==> src/rtl/farm_vehicle_sensor.sv <==
// rtl/farm_vehicle_sensor.sv - farm-road vehicle detector and waiting-queue tracker
// Feeds the traffic-light controller car request x and retires vehicles during farm GREEN.
module farm_vehicle_sensor #(
   parameter int SYNC_STAGES   = 2,
   parameter int DEBOUNCE      = 4,
   parameter int CNT_W         = 4,
   parameter int DEPART_CYCLES = 3
) (
   input  logic             clk,
   input  logic             clear,
   input  logic             raw_sensor,
   input  logic [1:0]       farm,
   output logic             x,
   output logic [CNT_W-1:0] queue_count,
   output logic             arrival,
   output logic             overflow,
   output logic             fault
);

   localparam int DB_W = (DEBOUNCE > 1) ? $clog2(DEBOUNCE) : 1;
   localparam int DT_W = (DEPART_CYCLES > 1) ? $clog2(DEPART_CYCLES) : 1;

   localparam logic [DB_W-1:0]  DB_LAST  = DB_W'(DEBOUNCE - 1);
   localparam logic [DT_W-1:0]  DT_LAST  = DT_W'(DEPART_CYCLES - 1);
   localparam logic [CNT_W-1:0] CNT_MAX  = {CNT_W{1'b1}};

   localparam logic [1:0] FARM_GREEN   = 2'd2;
   localparam logic [1:0] FARM_ILLEGAL = 2'd3;

   localparam logic [1:0] ST_IDLE    = 2'd0;
   localparam logic [1:0] ST_QUEUED  = 2'd1;
   localparam logic [1:0] ST_SERVING = 2'd2;

   logic [SYNC_STAGES-1:0] sync_q, sync_d;
   logic                   filt_q, filt_d;
   logic                   filt_prev_q, filt_prev_d;
   logic [DB_W-1:0]        db_cnt_q, db_cnt_d;
   logic                   arrival_q, arrival_d;
   logic [CNT_W-1:0]       cnt_q, cnt_d;
   logic [DT_W-1:0]        tmr_q, tmr_d;
   logic [1:0]             state_q, state_d;
   logic                   x_q, x_d;
   logic                   overflow_q, overflow_d;
   logic                   fault_q, fault_d;

   logic s;
   logic serving;
   logic depart;

   assign s = sync_q[SYNC_STAGES-1];

   always_comb begin
      sync_d = {sync_q[SYNC_STAGES-2:0], raw_sensor};
   end

   // Filtered level only follows s after DEBOUNCE consecutive disagreeing cycles.
   always_comb begin
      filt_d   = filt_q;
      db_cnt_d = '0;
      if (s != filt_q) begin
         if (db_cnt_q == DB_LAST) begin
            filt_d   = s;
            db_cnt_d = '0;
         end else begin
            db_cnt_d = db_cnt_q + 1'b1;
         end
      end
   end

   always_comb begin
      filt_prev_d = filt_q;
      arrival_d   = filt_q & ~filt_prev_q;
   end

   // Serving is judged on the current count and the farm code sampled this cycle.
   always_comb begin
      serving = (state_q != ST_IDLE) && (farm == FARM_GREEN);
      depart  = 1'b0;
      tmr_d   = '0;
      if (serving) begin
         if (tmr_q == DT_LAST) begin
            depart = 1'b1;
            tmr_d  = '0;
         end else begin
            tmr_d = tmr_q + 1'b1;
         end
      end
   end

   always_comb begin
      cnt_d      = cnt_q;
      overflow_d = overflow_q;
      case ({arrival_q, depart})
         2'b10: begin
            if (cnt_q == CNT_MAX) begin
               overflow_d = 1'b1;
            end else begin
               cnt_d = cnt_q + 1'b1;
            end
         end
         2'b01:   cnt_d = cnt_q - 1'b1;
         default: cnt_d = cnt_q;
      endcase
   end

   always_comb begin
      fault_d = fault_q | (farm == FARM_ILLEGAL);
      x_d     = (cnt_d != '0) && !fault_d;
      if (cnt_d == '0) begin
         state_d = ST_IDLE;
      end else if (farm == FARM_GREEN) begin
         state_d = ST_SERVING;
      end else begin
         state_d = ST_QUEUED;
      end
   end

   always_ff @(posedge clk or posedge clear) begin
      if (clear) begin
         sync_q      <= '0;
         filt_q      <= 1'b0;
         filt_prev_q <= 1'b0;
         db_cnt_q    <= '0;
         arrival_q   <= 1'b0;
         cnt_q       <= '0;
         tmr_q       <= '0;
         state_q     <= ST_IDLE;
         x_q         <= 1'b0;
         overflow_q  <= 1'b0;
         fault_q     <= 1'b0;
      end else begin
         sync_q      <= sync_d;
         filt_q      <= filt_d;
         filt_prev_q <= filt_prev_d;
         db_cnt_q    <= db_cnt_d;
         arrival_q   <= arrival_d;
         cnt_q       <= cnt_d;
         tmr_q       <= tmr_d;
         state_q     <= state_d;
         x_q         <= x_d;
         overflow_q  <= overflow_d;
         fault_q     <= fault_d;
      end
   end

   assign x           = x_q;
   assign queue_count = cnt_q;
   assign arrival     = arrival_q;
   assign overflow    = overflow_q;
   assign fault       = fault_q;

endmodule

==> config.mk <==
export PLATFORM = sky130hd
export DESIGN_NAME = farm_vehicle_sensor
export DESIGN_NICKNAME = d
export VERILOG_FILES = /design/src/rtl/farm_vehicle_sensor.sv
export SDC_FILE = /design/constraint.sdc
export NUM_CORES = 1
export LEC_CHECK = 0
export CORE_ASPECT_RATIO = 1.25
export CORE_MARGIN = 2
export CORE_UTILIZATION = 47
export CTS_BUF_LIST = sky130_fd_sc_hd__clkbuf_16
export DETAILED_ROUTE_END_ITERATION = 6
export HOLD_SLACK_MARGIN = 0.08
export PLACE_DENSITY = 0.76
export SETUP_SLACK_MARGIN = 0.1
export SYNTH_ARGS = -nofsm -noshare
export SYNTH_HDL_FRONTEND = slang
export SYNTH_SLANG_ARGS = --single-unit
==> constraint.sdc <==
create_clock -name clk -period 2.35 [get_ports clk]
set_clock_uncertainty 0.1 [all_clocks]
set_input_delay 0.47 -clock clk [delete_from_list [all_inputs] [get_ports clk]]
set_output_delay 0.47 -clock clk [all_outputs]
set_load 0.05 [all_outputs]
==> results of run 1 <==
-- worst reg2reg max path: stages (launching register included) --
cell and delay, ns:
dfrtp_1 0.54, inv_1 0.15, ha_1 0.40, nand2_1 0.09, a211o_1 0.32, a32oi_2 0.31
a21oi_1 0.13
-- flip-flops by register name, summed over array words and instances, names as in the netlist --
register	cells
db_cnt_q	2
arrival	1
filt_prev_d	1
sync_q	2
x	1
tmr_q	2
state_q	2
fault	1
queue_count	4
overflow	1
filt_prev_q	1
-- per-stage QoR --
stage,power (mW),TNS [ns],hold slack [ns],util (%)
after detailed placement,1.026,-2.921,0.2418,65.88
after floorplan,0.8443,0,0.2312,-
after global placement,1.011,-2.633,0.2450,65.88
after global routing,1.537,0,0.2708,75.09
after CTS,1.450,0,0.2633,73.43
final,1.468,0,0.2607,75.09
-- cells by family (layout without fill, tap and decap cells) --
| logic type | Yosys count | after routing | synth area share, % |
|---|---|---|---|
| mux | 1 | 1 | 1.219 |
| simple gates | 29 | 29 | 18.56 |
| compound gates | 23 | 23 | 17.62 |
| flops | 18 | 18 | 48.78 |
| fa+ha+maj | 5 | 5 | 6.775 |
| buf+inv | 12 | 44 | 6.097 |
| xor+xnor | 1 | 1 | 0.9487 |
-- cells in the final DEF, fill, tap and decap left out, drive strengths merged, types with 2 or more instances in the layout --
cell type and instances:
nor2b 5, clkdlybuf4s50 9, nand2 6, a21oi 4
dfrtp 18, inv 8, clkbuf 3, o21ai 7
ha 5, or4 2, nor2 4, nor3 3
buf 22
-- synthesized netlist by cell type, drive strengths merged, types with 2 or more instances --
| library cell | instances |
|---|---|
| a21oi | 4 |
| nor2 | 4 |
| ha | 5 |
| dfrtp | 18 |
| buf | 4 |
| inv | 8 |
| nor2b | 5 |
| o21ai | 7 |
| nor3 | 3 |
| nand2 | 6 |
| or4 | 2 |
-- area by class of cell --
cell class	count	area, µm²	area share, %
multi-input combinational	59	495.5	36.50
sequential	18	450.4	33.18
timing repair buffer	32	279.0	20.55
clock buffer	3	75.07	5.530
inverter	8	30.03	2.212
tap	19	23.77	1.751
clock inverter	1	3.754	0.2765
-- path summary, 6_finish.rpt --
kind	start	endpoint	slack, ns	depth (start not counted)
worst max-delay path	farm[0]	x	0.08	10
max in group asynchronous	clear	state_q[1]	1.20	2
worst max register to register	queue_count[0]	x	0.17	6
worst min-delay path	sync_q[0]	sync_q[1]	0.26	0
min in group asynchronous	clear	sync_q[0]	0.52	2
worst min register to register	sync_q[0]	sync_q[1]	0.26	0
-- routing by layer --
layer	share of wire, %	up-vias	track usage [%]
met5	0	-	0
met2	50	34	33.09
met1	41	400	25.16
met4	1.6	0	9.596
met3	6.6	4	3.691
li1	-	386	-
-- power by group through the flow --
stage | registers (mW) | logic (mW) | clock network [mW]
after floorplan | 0.510 | 0.334 | 0
after global placement | 0.448 | 0.563 | 0
after detailed placement | 0.448 | 0.578 | 0
after CTS | 0.444 | 0.663 | 0.343
after global routing | 0.456 | 0.724 | 0.358
final | 0.445 | 0.682 | 0.340
-- what timing repair did --
action	4_1_cts	5_1_grt
resized for setup	18	4
setup endpoints to repair	8	4
setup buffers	3	2
hold buffers	0	0
pin swaps	7	5
endpoints found under the hold margin	0	0
==> flow_summary.yaml, run 1 <==
status:
  status: "completed"
place:
  dp_hpwl_um: 1327
  dpl_cell_area_um2: 1191
  pre_cts_slack_ns: -0.5084
  place_inst: 131
  io_buffer_count: 12
  routabilityCongestion: 0.8351
floorplan:
  initial_core_util_pct: 51.07
  chipHeight_um: 53.56
  die_area_um2: 2337
  rows: 17
  ios: 13
  die_x_um: 43.65
  core_um2: 1808
run:
  cap_viol_max_count: 0
timing:
  max_slew_margin_pct: 55.33
  drv_slew: 0
  finalSetupViolations: 0
  rsz0062_at_grt: "true"
  hold_viol: 0
  period_share_pct: 96.60
  worst_pin_slew_ns: 0.6694
  max_freq_mhz: 440.5
  fin_ws_ns: 0.08000
  fin_crit_ns: 2.270
drt:
  wirelength_um: 2260
  drt_iter0_markers: 23
  antenna_left: 0
  first_pass_iters: 4
  vias: 824
  wire_per_inst_um: 16.14
  via_per_inst: 5.886
  drc: 0
final_layout:
  area_growth_syn_to_layout_pct: 47.02
  fillers: 112
  fin_cells: 140
  antennaDiodeCount: 0
  post_route_cells_drive_above_1_share_pct: 32.23
  stdcell_area_um2: 1358
  nets: 132
power_and_ir_drop:
  pwr-share-seq_pct: 30.3
  power_switching_mw: 0.5512
  peakVddDrop_v: 0.0007091
  p_leak_nw: 0.6103
  clkPwrFrac_pct: 23.2
  p_int_mw: 0.9170
  powerDensity_nw_per_um2: 1081
  combPwrFrac_pct: 46.5
  swShare_pct: 37.54
cts:
  cts_root_buf: "clkbuf_16"
  cts_sinks: 18
  clk_latency_ns: 0.24
  cts_buffers: 3
  cts_tree: "built"
  clkTransAtPathRegs_ns: 0.05
  htree_levels: 1
  clk_path_buf_depth: 2
global_routing:
  grt.total_usage_pct: 20.03
  grt_pass1_wl_um: 3360
  grt_pass1_vias: 768
  antenna_found_initial: 0
  grt_overflow: 0
  grt_max_degree: 19
worst_setup_path:
  cp.arrival_ns: 2.33
  critical_path_buf_inv_count: 2
  cp_max_fo: 6
  required_ns: 2.41
  cpLargestDelayFamily: "simple AND/OR/NAND/NOR gates"
  start_kind: "input pin"
  path_cells: "buf_6 -> nor2b_4 -> o21ai_2 -> or3b_4 -> inv_2 -> ha_4 -> or4_4 -> a21oi_4 -> o31ai_4 -> a21oi_1"
  path_class: "in -> reg"
  cp_slowest_cell: "or4_4"
  worstSetupEndpointType: "flip-flop"
  max_stage_delay_ns: 0.44
logic_synthesis:
  async_reset_ff_share_pct: 100.0
  syn-instance-count: 89
  synth_seq_cells: 18
  synth_top_cell_area_share_pct: 48.78
  avgSynthCellArea_um2: 10.38
  yosysWarnings: 0
  syn_nets: 99
  synth_area_leader_cell: "dfrtp_1"
  synth_edf_count: 0
  synthFlopType: "dfrtp_1"
  ys_types: 37
  yosysSeqAreaShare_pct: 48.78
  synth_area_um2: 923.4
  synth_area_leaders: "dfrtp_1 (49%), ha_1 (6.8%), o21ai_0 (3.8%)"
min_path:
  min_path_type: "reg -> reg"
Note: power is estimated with default switching activity, not from simulation.
==> run 2, diff against run 1 <==
--- a/config.mk
+++ b/config.mk
@@ -11,6 +11,7 @@
 export CTS_BUF_LIST = sky130_fd_sc_hd__clkbuf_16
 export DETAILED_ROUTE_END_ITERATION = 6
 export HOLD_SLACK_MARGIN = 0.08
+export MAX_ROUTING_LAYER = met4
 export PLACE_DENSITY = 0.76
 export SETUP_SLACK_MARGIN = 0.1
 export SYNTH_ARGS = -nofsm -noshare
==> flow_summary.yaml, run 2 (synthesis results as in run 1) <==
floorplan:
  core_um2: 1808
  chipHeight_um: 53.56
  die_x_um: 43.65
  die_area_um2: 2337
  rows: 17
  ios: 13
  initial_core_util_pct: 51.07
timing:
  rsz0062_at_grt: "true"
  max_freq_mhz: 440.3
  finalSetupViolations: 0
  fin_ws_ns: 0.07857
  max_slew_margin_pct: 54.98
  hold_viol: 0
  fin_crit_ns: 2.271
  worst_pin_slew_ns: 0.6746
  period_share_pct: 96.66
  drv_slew: 0
min_path:
  min_path_type: "reg -> reg"
cts:
  cts_tree: "built"
  cts_sinks: 18
  cts_buffers: 3
  clk_latency_ns: 0.24
  clk_path_buf_depth: 2
  cts_root_buf: "clkbuf_16"
  cts_hold_buf: 0
  clkTransAtPathRegs_ns: 0.05
  htree_levels: 1
worst_setup_path:
  path_class: "in -> reg"
  cp.arrival_ns: 2.33
  cp_max_fo: 6
  max_stage_delay_ns: 0.44
  worstSetupEndpointType: "flip-flop"
  start_kind: "input pin"
  r2r_slack_ns: 0.17
  path_cells: "buf_6 -> nor2b_4 -> o21ai_2 -> or3b_4 -> inv_2 -> ha_4 -> or4_4 -> a21oi_4 -> o31ai_4 -> a21oi_1"
  required_ns: 2.41
  cp_slowest_cell: "or4_4"
drt:
  first_pass_iters: 4
  drc: 0
  via_per_inst: 5.914
  drt_iter0_markers: 20
  vias: 828
  antenna_left: 0
  wire_per_inst_um: 16.09
  wirelength_um: 2253
run:
  cap_viol_max_count: 0
final_layout:
  post_route_cells_drive_above_1_share_pct: 32.23
  antennaDiodeCount: 0
  final_common_cell: "buf_4"
  largest_register_ffs: 4
  most-common-layout-cells: "buf_4 (19), dfrtp_1 (18), clkdlybuf4s50_1 (9)"
  fillers: 112
  nets: 132
  area_growth_syn_to_layout_pct: 47.02
  fin_cells: 140
place:
  io_buffer_count: 12
  pre_cts_slack_ns: -0.5084
  dp_hpwl_um: 1327
  routabilityCongestion: 0.8480
  place_inst: 131
power_and_ir_drop:
  powerDensity_nw_per_um2: 1081
  p_leak_nw: 0.6103
  total_power_mw: 1.467
  peakVddDrop_v: 0.0007076
global_routing:
  grt_pass1_wl_um: 3381
  antenna_found_initial: 0
  grt.total_usage_pct: 20.90
  grt_pass1_vias: 765
  grt_overflow: 0
  grt_max_degree: 19
status:
  status: "completed"
-- run 2: power by group --
group	internal, mW	total, mW	switching (mW)
combinational	0.312	0.682	0.369
sequential	0.379	0.445	0.0664
clock	0.226	0.340	0.114
-- run 2: final cells by class --
cell class / count / area, µm² / area share, %
multi-input cells: 59 / 495.5 / 36.50
repair buffers: 32 / 279.0 / 20.55
flip-flops and latches: 18 / 450.4 / 33.18
well taps: 19 / 23.77 / 1.751
clock buffers: 3 / 75.07 / 5.530
clock inverters: 1 / 3.754 / 0.2765
inverters: 8 / 30.03 / 2.212
-- run 2: critical path: cells and delay by family --
kind	cells	cell delay, ns
AO/OA/AOI/OAI	4	0.51
adder cells (fa/ha/maj)	1	0.22
buffers and inverters	2	0.18
AND/OR/NAND/NOR	3	0.95
-- run 2: repair_timing --
action / CTS / global route
cloned: 0 / 0
endpoints found under the setup margin: 8 / 4
buffers inserted: 3 / 2
gates resized for setup: 18 / 4
pin swaps: 7 / 5
-- run 2: path summary, 6_finish.rpt --
| kind | start | endpoint | depth (start not counted) |
|---|---|---|---|
| setup / recovery | farm[0] | x | 10 |
| hold / removal | sync_q[0] | sync_q[1] | 0 |
| setup reg to reg | state_q[1] | x | 8 |
| hold reg to reg | sync_q[0] | sync_q[1] | 0 |
| max in group asynchronous | clear | state_q[1] | 2 |
| min in group asynchronous | clear | sync_q[0] | 2 |
-- run 2: layer usage --
layer  vias up  share of wire (%)  GRT usage, %
met1       395                 40         26.01
met4         0                1.9         9.596
met5         -                  0             -
li1        382                  -             -
met3         6                7.9         4.027
met2        45                 50         32.84
-- run 2: per-stage QoR --
stage               hold WS, ns  cell area [µm²]  util [%]  setup TNS, ns
floorplan                0.2312            967.2         -              0
global placement         0.2450             1191     65.88         -2.633
detailed placement       0.2418             1191     65.88         -2.921
CTS                      0.2633             1328     73.43              0
global route             0.2708             1358     75.09              0
finish                   0.2607             1358     75.09              0
==> run 3, diff against run 2 <==
--- a/config.mk
+++ b/config.mk
@@ -7,13 +7,14 @@
 export LEC_CHECK = 0
 export CORE_ASPECT_RATIO = 1.25
 export CORE_MARGIN = 2
-export CORE_UTILIZATION = 47
+export CORE_UTILIZATION = 52
 export CTS_BUF_LIST = sky130_fd_sc_hd__clkbuf_16
 export DETAILED_ROUTE_END_ITERATION = 6
 export HOLD_SLACK_MARGIN = 0.08
 export MAX_ROUTING_LAYER = met4
-export PLACE_DENSITY = 0.76
+export PLACE_DENSITY = 0.8
 export SETUP_SLACK_MARGIN = 0.1
+export SKIP_CTS_REPAIR_TIMING = 1
 export SYNTH_ARGS = -nofsm -noshare
 export SYNTH_HDL_FRONTEND = slang
 export SYNTH_SLANG_ARGS = --single-unit
==> constraint.sdc (replaced) <==
create_clock -name clk -period 2.4 [get_ports clk]
set_clock_uncertainty 0.1 [all_clocks]
set_input_delay 0.48 -clock clk [delete_from_list [all_inputs] [get_ports clk]]
set_output_delay 0.48 -clock clk [all_outputs]
set_load 0.05 [all_outputs]
==> flow_summary.yaml, run 3 (synthesis results as in run 1) <==
status:
  status: "completed"
place:
  dp_hpwl_um: 1459
  pre_cts_slack_ns: -0.5292
  io_buffer_count: 12
  routabilityCongestion: 0.8245
floorplan:
  ios: 13
  chipHeight_um: 51.12
  initial_core_util_pct: 53.59
  core_um2: 1723
  die_area_um2: 2131
  rows: 17
  die_x_um: 41.69
final_layout:
  area_growth_syn_to_layout_pct: 43.90
  post_route_cells_drive_above_1_share_pct: 31.90
  multiInputGateArea_um2: 510.5
  fillers: 104
  nets: 127
  seq_area_um2: 450.4
  post-route-util_pct: 77.12
  largest_register_ffs: 4
  final_common_cell: "dfrtp_1"
  antennaDiodeCount: 0
  most-common-layout-cells: "dfrtp_1 (18), buf_4 (15), clkdlybuf4s50_1 (10)"
timing:
  drv_slew: 0
  period_share_pct: 93.67
  max_slew_margin_pct: 57.42
  rsz0062_at_grt: "false"
  worst_pin_slew_ns: 0.6381
  setup_tns_ns: 0
  hold_viol: 0
  max_freq_mhz: 444.8
  finalSetupViolations: 0
  fin_crit_ns: 2.248
  fin_ws_ns: 0.1520
min_path:
  min_path_type: "reg -> reg"
  hold_depth: 0
  hp-start: "sync_q[0]"
  hold_end: "sync_q[1]"
run:
  cap_viol_max_count: 0
worst_setup_path:
  cp_max_fo: 12
  path_class: "reg -> out"
  crit_start: "queue_count[0]"
  timing.rr.end: "state_q[1]"
  worstSetupEndpointType: "output port"
  required_ns: 1.82
  cpLargestDelayFamily: "buffers and inverters"
  max_stage_delay_ns: 0.88
  r2r-start: "queue_count[0]"
  critical_path_buf_inv_count: 1
  r2r_slack_ns: 0.25
  cp_slowest_cell: "clkdlybuf4s50_1"
  cp.arrival_ns: 1.67
  worstRegToRegCells: 6
  path_cells: "clkdlybuf4s50_1"
  start_kind: "flip-flop"
global_routing:
  use_met2_pct: 34.11
  grt_pass1_wl_um: 3284
  antenna_found_initial: 0
  grt_pass1_vias: 754
  grt.total_usage_pct: 21.04
  grt_overflow: 0
  busiest_layer: "met2"
  grt_max_degree: 19
  met3_usage_pct: 3.180
  grtUsageMet1_pct: 25.12
drt:
  wire_per_inst_um: 15.27
  drc: 0
  antenna_left: 0
  drt_iter0_markers: 18
  via_per_inst: 5.800
  vias: 783
  first_pass_iters: 4
  wirelength_um: 2061
cts:
  clk_latency_ns: 0.25
  clk_path_buf_depth: 2
  cts_buffers: 3
  htree_levels: 1
  cts_root_buf: "clkbuf_16"
  clkTransAtPathRegs_ns: 0.05
  cts_sinks: 18
  cts_tree: "built"
power_and_ir_drop:
  p_leak_nw: 0.5684
  peakVddDrop_v: 0.001010
  powerDensity_nw_per_um2: 1079
  total_power_mw: 1.433
-- run 3: worst max path at each step --
| stage | endpoint | cells past startpoint |
|---|---|---|
| 3_3_place_gp | state_q[1] | 10 |
| 5_1_grt | state_q[1] | 10 |
| 2_1_floorplan | state_q[0] | 10 |
| 4_1_cts | state_q[0] | 10 |
| 3_5_place_dp | state_q[1] | 10 |
| 6_report | queue_count[0] | 1 |
-- run 3: per-stage QoR --
| step | cell area, µm² | std cells | hold slack (ns) |
|---|---|---|---|
| 4_1_cts | 1255 | 133 | 0.2592 |
| 3_5_place_dp | 1176 | 129 | 0.2378 |
| 6_report | 1329 | 135 | 0.2609 |
| 2_1_floorplan | 967.2 | 89 | 0.2312 |
| 3_3_place_gp | 1176 | 129 | 0.2436 |
| 5_1_grt | 1329 | 135 | 0.2618 |
-- run 3: layout make-up --
class	instances	share of cell area, %
timing repair buffer	27	17.70
clock inverter	1	0.2825
sequential	18	33.90
inverter	8	2.260
tap	19	1.789
multi-input combinational	59	38.42
clock buffer	3	5.650
-- run 3: layer usage --
layer	vias up	wire length, µm
li1	377	-
met3	6	44
met5	-	0
met2	14	1023
met1	386	947
met4	0	45
-- run 3: power breakdown --
part	switching [mW]	internal, mW
clock network	0.106	0.221
logic	0.352	0.305
registers	0.0784	0.371
==> variant 1 (config.mk and constraints of run 1) <==
Set the parameter `DEBOUNCE` to 2 (it was 4).
--- a/src/rtl/farm_vehicle_sensor.sv
+++ b/src/rtl/farm_vehicle_sensor.sv
@@ -4,3 +4,3 @@
    parameter int SYNC_STAGES   = 2,
-   parameter int DEBOUNCE      = 4,
+   parameter int DEBOUNCE      = 2,
    parameter int CNT_W         = 4,
Function: changed (Yosys sat finds a counterexample within 10 cycles, from zero or initial values).
==> variant 1 against run 1 <==
Final area decreased by 2.8%. Sequential cell count decreased by 1. Power increased by 5.4%. Routed wire length increased by 3.7%. Synthesized area decreased by 4.9%. Critical path type unchanged. Final cell count decreased by 2.9%. Worst setup slack got worse by 0.034 ns. Largest power group unchanged. Sequential share of layout area decreased by 0.95 points.
==> variant 1: results (changes against run 1) <==
Status: finished, final reports clean (unchanged)
Pin count of the biggest net entering global routing: 18 (was 19)
Layout cells sized above 1: 0.342 (was 0.322)
Total track usage: 0.228 (was 0.200)
Met2 wire length: 1170 um (was 1140 um)
Fin cells: 136 (was 140)
Worst Reg-to-Reg Cells: 9 (was 6)
CP max stage cell: or3b_4 (was or4_4)
Met3 routed WL: 107 um (was 150 um)
Synthesized Nets: 95 (was 99)
CP max FO: 5 (was 6)
Sequential area share after synthesis: 0.484 (was 0.488)
DP Area: 1130 sq um (was 1190 sq um)
Synth Area per Inst: 10.2 sq um (was 10.4 sq um)
DR WL/cell: 17.2 um (was 16.1 um)
Worst reg2reg endpoint: state_q[0]$_DFF_PP0_ (was x$_DFF_PP0_)
Post-Place Setup Slack: -0.552 ns (was -0.508 ns)
Lkg Pwr: 0.622 nW (was 0.610 nW)
Worst reg-to-reg setup slack: 0.12 ns (was 0.17 ns)
Routability cong.: 0.866 (was 0.835)
CP max stage delay: 0.38 ns (was 0.44 ns)
Peak supply drop: 0.734 mV (was 0.709 mV)
Commonest cells post-synth: dfrtp_1, inv_1, o21ai_0 (unchanged)
Iter 0 DRT Violations: 29 (was 23)
Worst-Margin Slew: 0.636 ns (was 0.669 ns)
Worst Path Arrival: 2.31 ns (was 2.33 ns)
-- variant 1: repair_timing --
item / in CTS / in global routing
buffers inserted: 4 / 2
resized for setup: 17 / 10
endpoints found under the setup margin: 8 / 6
pin swaps: 9 / 8
hold buffers: 0 / 0
-- variant 1: per-layer routing --
layer	up-vias	global-route usage
met1	411	0.259
met3	19	0.0379
li1	368	-
met5	-	0
met2	36	0.376
met4	0	0.177
-- variant 1: report_power, final --
group          internal, mW  leakage [nW]  switching (mW)  total [mW]
Sequential            0.359         0.218          0.0871       0.447
Clock                 0.225        0.0423           0.105       0.330
Combinational         0.352         0.361           0.419       0.771
-- variant 1: cells by family after synthesis --
logic type               synth area share
flip-flops                          0.484
adder cells (fa/ha/maj)            0.0570
buffers and inverters              0.0641
XOR/XNOR                          0.00997
AO/OA/AOI/OAI                       0.185
multiplexers                       0.0128
AND/OR/NAND/NOR                     0.187
-- variant 1: how the worst max path moves through the flow --
stage	depth (start not counted)	slack, ns	to
after floorplan	10	0.09	state_q[0]$_DFF_PP0_
after global placement	10	-0.48	state_q[1]$_DFF_PP0_
after detailed placement	10	-0.55	state_q[1]$_DFF_PP0_
after CTS	10	0.09	state_q[1]$_DFF_PP0_
after global routing	11	-0.05	state_q[0]$_DFF_PP0_
final	11	0.05	state_q[0]$_DFF_PP0_
-- variant 1: final cells by class --
cell class / instances / area (sq um)
Clock inverter: 1 / 3.75
Clock buffer: 3 / 75.1
Tap cell: 19 / 23.8
Timing Repair Buffer: 31 / 284
Sequential cell: 17 / 425
Multi-Input combinational cell: 57 / 478
Fill cell: 109 / 445
Inverter: 8 / 30.0
-- variant 1: per-stage QoR --
step                       util  power, mW
final                     0.748       1.55
after global routing      0.748       1.62
after CTS                 0.714       1.47
after detailed placement  0.641       1.07
after global placement    0.641       1.04
after floorplan               -      0.869
==> variant 2 (config.mk and constraints of run 1) <==
Without the edit above. Add an input register stage for `raw_sensor` and `farm`, with the module's reset; this delays them by one clock. Comments in the files are not updated.
--- a/src/rtl/farm_vehicle_sensor.sv
+++ b/src/rtl/farm_vehicle_sensor.sv
@@ -33,2 +33,15 @@
 
+   logic raw_sensor_q;
+   logic [1:0] farm_q;
+
+   always_ff @(posedge clk or posedge clear) begin
+      if (clear) begin
+         raw_sensor_q <= '0;
+         farm_q       <= '0;
+      end else begin
+         raw_sensor_q <= raw_sensor;
+         farm_q       <= farm;
+      end
+   end
+
    logic [SYNC_STAGES-1:0] sync_q, sync_d;
@@ -52,3 +65,3 @@
    always_comb begin
-      sync_d = {sync_q[SYNC_STAGES-2:0], raw_sensor};
+      sync_d = {sync_q[SYNC_STAGES-2:0], raw_sensor_q};
    end
@@ -76,3 +89,3 @@
    always_comb begin
-      serving = (state_q != ST_IDLE) && (farm == FARM_GREEN);
+      serving = (state_q != ST_IDLE) && (farm_q == FARM_GREEN);
       depart  = 1'b0;
@@ -106,3 +119,3 @@
    always_comb begin
-      fault_d = fault_q | (farm == FARM_ILLEGAL);
+      fault_d = fault_q | (farm_q == FARM_ILLEGAL);
       x_d     = (cnt_d != '0) && !fault_d;
@@ -110,3 +123,3 @@
          state_d = ST_IDLE;
-      end else if (farm == FARM_GREEN) begin
+      end else if (farm_q == FARM_GREEN) begin
          state_d = ST_SERVING;
Behaviour: not the same (a bounded check fails within 4 cycles, from zero or initial values).
==> variant 2 against run 1 <==
Sequential share of layout area up 6.1 points. Sequential cell count is 3 higher. Count of clock-buffer cells in the layout did not move. Synthesized area is 8.1% higher. Power grew 3.1%. First-iteration DRC count increased by 91%. Combinational power fell by 7.3%. Final cell count shrank 5.0%. Routed wire length is 11% lower. Worst setup slack worse by 0.017 ns. Register-to-register slack worse by 0.11 ns. Core utilization decreased by 7.5 points. Final area is 1.4% lower. Largest power group unchanged.
==> variant 2: results (changes against run 1) <==
Met3 routed WL: 125 um (was 150 um)
Fillers: 150 (was 112)
Worst Path Arrival: 2.37 ns (was 2.33 ns)
Post-Synthesis Cells: 92 (was 89)
Total track usage: 0.192 (was 0.200)
Sequential area share after synthesis: 0.526 (was 0.488)
CP max stage cell: or4_4 (unchanged)
Drt first pass iters: 4 (unchanged)
CP max stage delay: 0.44 ns (about the same)
DR WL/cell: 15.2 um (was 16.1 um)
Synthesized Nets: 102 (was 99)
Clk root buf: clkbuf_16 (unchanged)
Status: finished, final reports clean (unchanged)
Pin count of the biggest net entering global routing: 22 (was 19)
Met2 wire length: 1030 um (was 1140 um)
CP max FO: 6 (unchanged)
Peak supply drop: 0.865 mV (was 0.709 mV)
Routability cong.: 0.773 (was 0.835)
Headroom to the max-slew limit: 0.659 (was 0.553)
Synth area leaders: dfrtp_1, ha_1, o21ai_0 (unchanged)
Placed cells: 123 (was 131)
First-pass GRT wire length: 3530 um (was 3360 um)
Synth cell types: 37 (unchanged)
Number of global-route vias before repair: 780 (was 768)
Post-synth ARST share: 1.00 (unchanged)
Via count: 785 (was 824)
Fin cells: 133 (was 140)
M1 wire length: 814 um (was 934 um)
Lkg Pwr: 0.621 nW (was 0.610 nW)
GR Layer Usage met2: 0.288 (was 0.331)
Layout cells sized above 1: 0.230 (was 0.322)
Post-Place Setup Slack: -0.00292 ns (was -0.508 ns)
Commonest cells post-synth: dfrtp_1, inv_1, o21ai_0 (unchanged)
Port bufs: 12 (unchanged)
Detail Placement HPWL: 1250 um (was 1330 um)
Slew Viols, Final: 0 (unchanged)
Crit path max-delay family: simple AND/OR/NAND/NOR gates (unchanged)
GR Util met3: 0.0588 (was 0.0369)
Initial antenna violation count: 0 (unchanged)
Iter 0 DRT Violations: 44 (was 23)
DP Area: 1170 sq um (was 1190 sq um)
GR Util met1: 0.247 (was 0.252)
Setup bufs post-CTS: 5 (was 3)
Clk_lat worst skew: 0.26 ns (was 0.24 ns)
CTS resizes: 6 (was 18)
-- variant 2: logic make-up after synthesis --
group / count (synthesis) / synth area share
AOI/OAI and AO/OA: 23 / 0.163
and+or+nand+nor: 29 / 0.172
muxes: 1 / 0.0113
adders and majority gates: 5 / 0.0627
xor gates and xnor gates: 1 / 0.00877
DFF: 21 / 0.526
buffers and inverters: 12 / 0.0564
-- variant 2: cell type report --
type	instances	area [sq um]	share of cell area
tap	20	25.0	0.0187
timing repair buffer	21	199	0.149
clock buffer	3	75.1	0.0561
sequential	21	526	0.393
clock inverter	1	5.00	0.00374
multi-input combinational	59	479	0.358
inverter	8	30.0	0.0224
-- variant 2: worst register-to-register path, stage by stage (launching register included) --
cell     delay (ns)
dfrtp_1        0.38
nor2b_2        0.15
o21ai_2        0.08
or3b_4         0.39
inv_2          0.08
ha_4           0.23
or4_4          0.44
a21oi_4        0.16
o31ai_4        0.08
a21oi_1        0.13
-- variant 2: path summary, 6_finish.rpt --
check,start,to,slack [ns]
max,farm_q[0]$_DFF_PP0_,state_q[0]$_DFF_PP0_,0.06
min,sync_q[0]$_DFF_PP0_,sync_q[1]$_DFF_PP0_,0.25
max reg2reg,farm_q[0]$_DFF_PP0_,state_q[0]$_DFF_PP0_,0.06
min reg2reg,sync_q[0]$_DFF_PP0_,sync_q[1]$_DFF_PP0_,0.25
max in group asynchronous,clear,db_cnt_q[1]$_DFF_PP0_,1.51
min in group asynchronous,clear,fault$_DFF_PP0_,0.43
-- variant 2: power breakdown --
group	leakage (nW)	switching, mW	internal (mW)
logic	0.312	0.356	0.276
clock network	0.0409	0.132	0.229
registers	0.267	0.0859	0.436
-- variant 2: through the flow --
stage	utilization	TNS [ns]
floorplan	-	0
global placement	0.588	0
detailed placement	0.588	-0.00292
CTS	0.655	0
global route	0.676	-0.184
finish	0.676	0
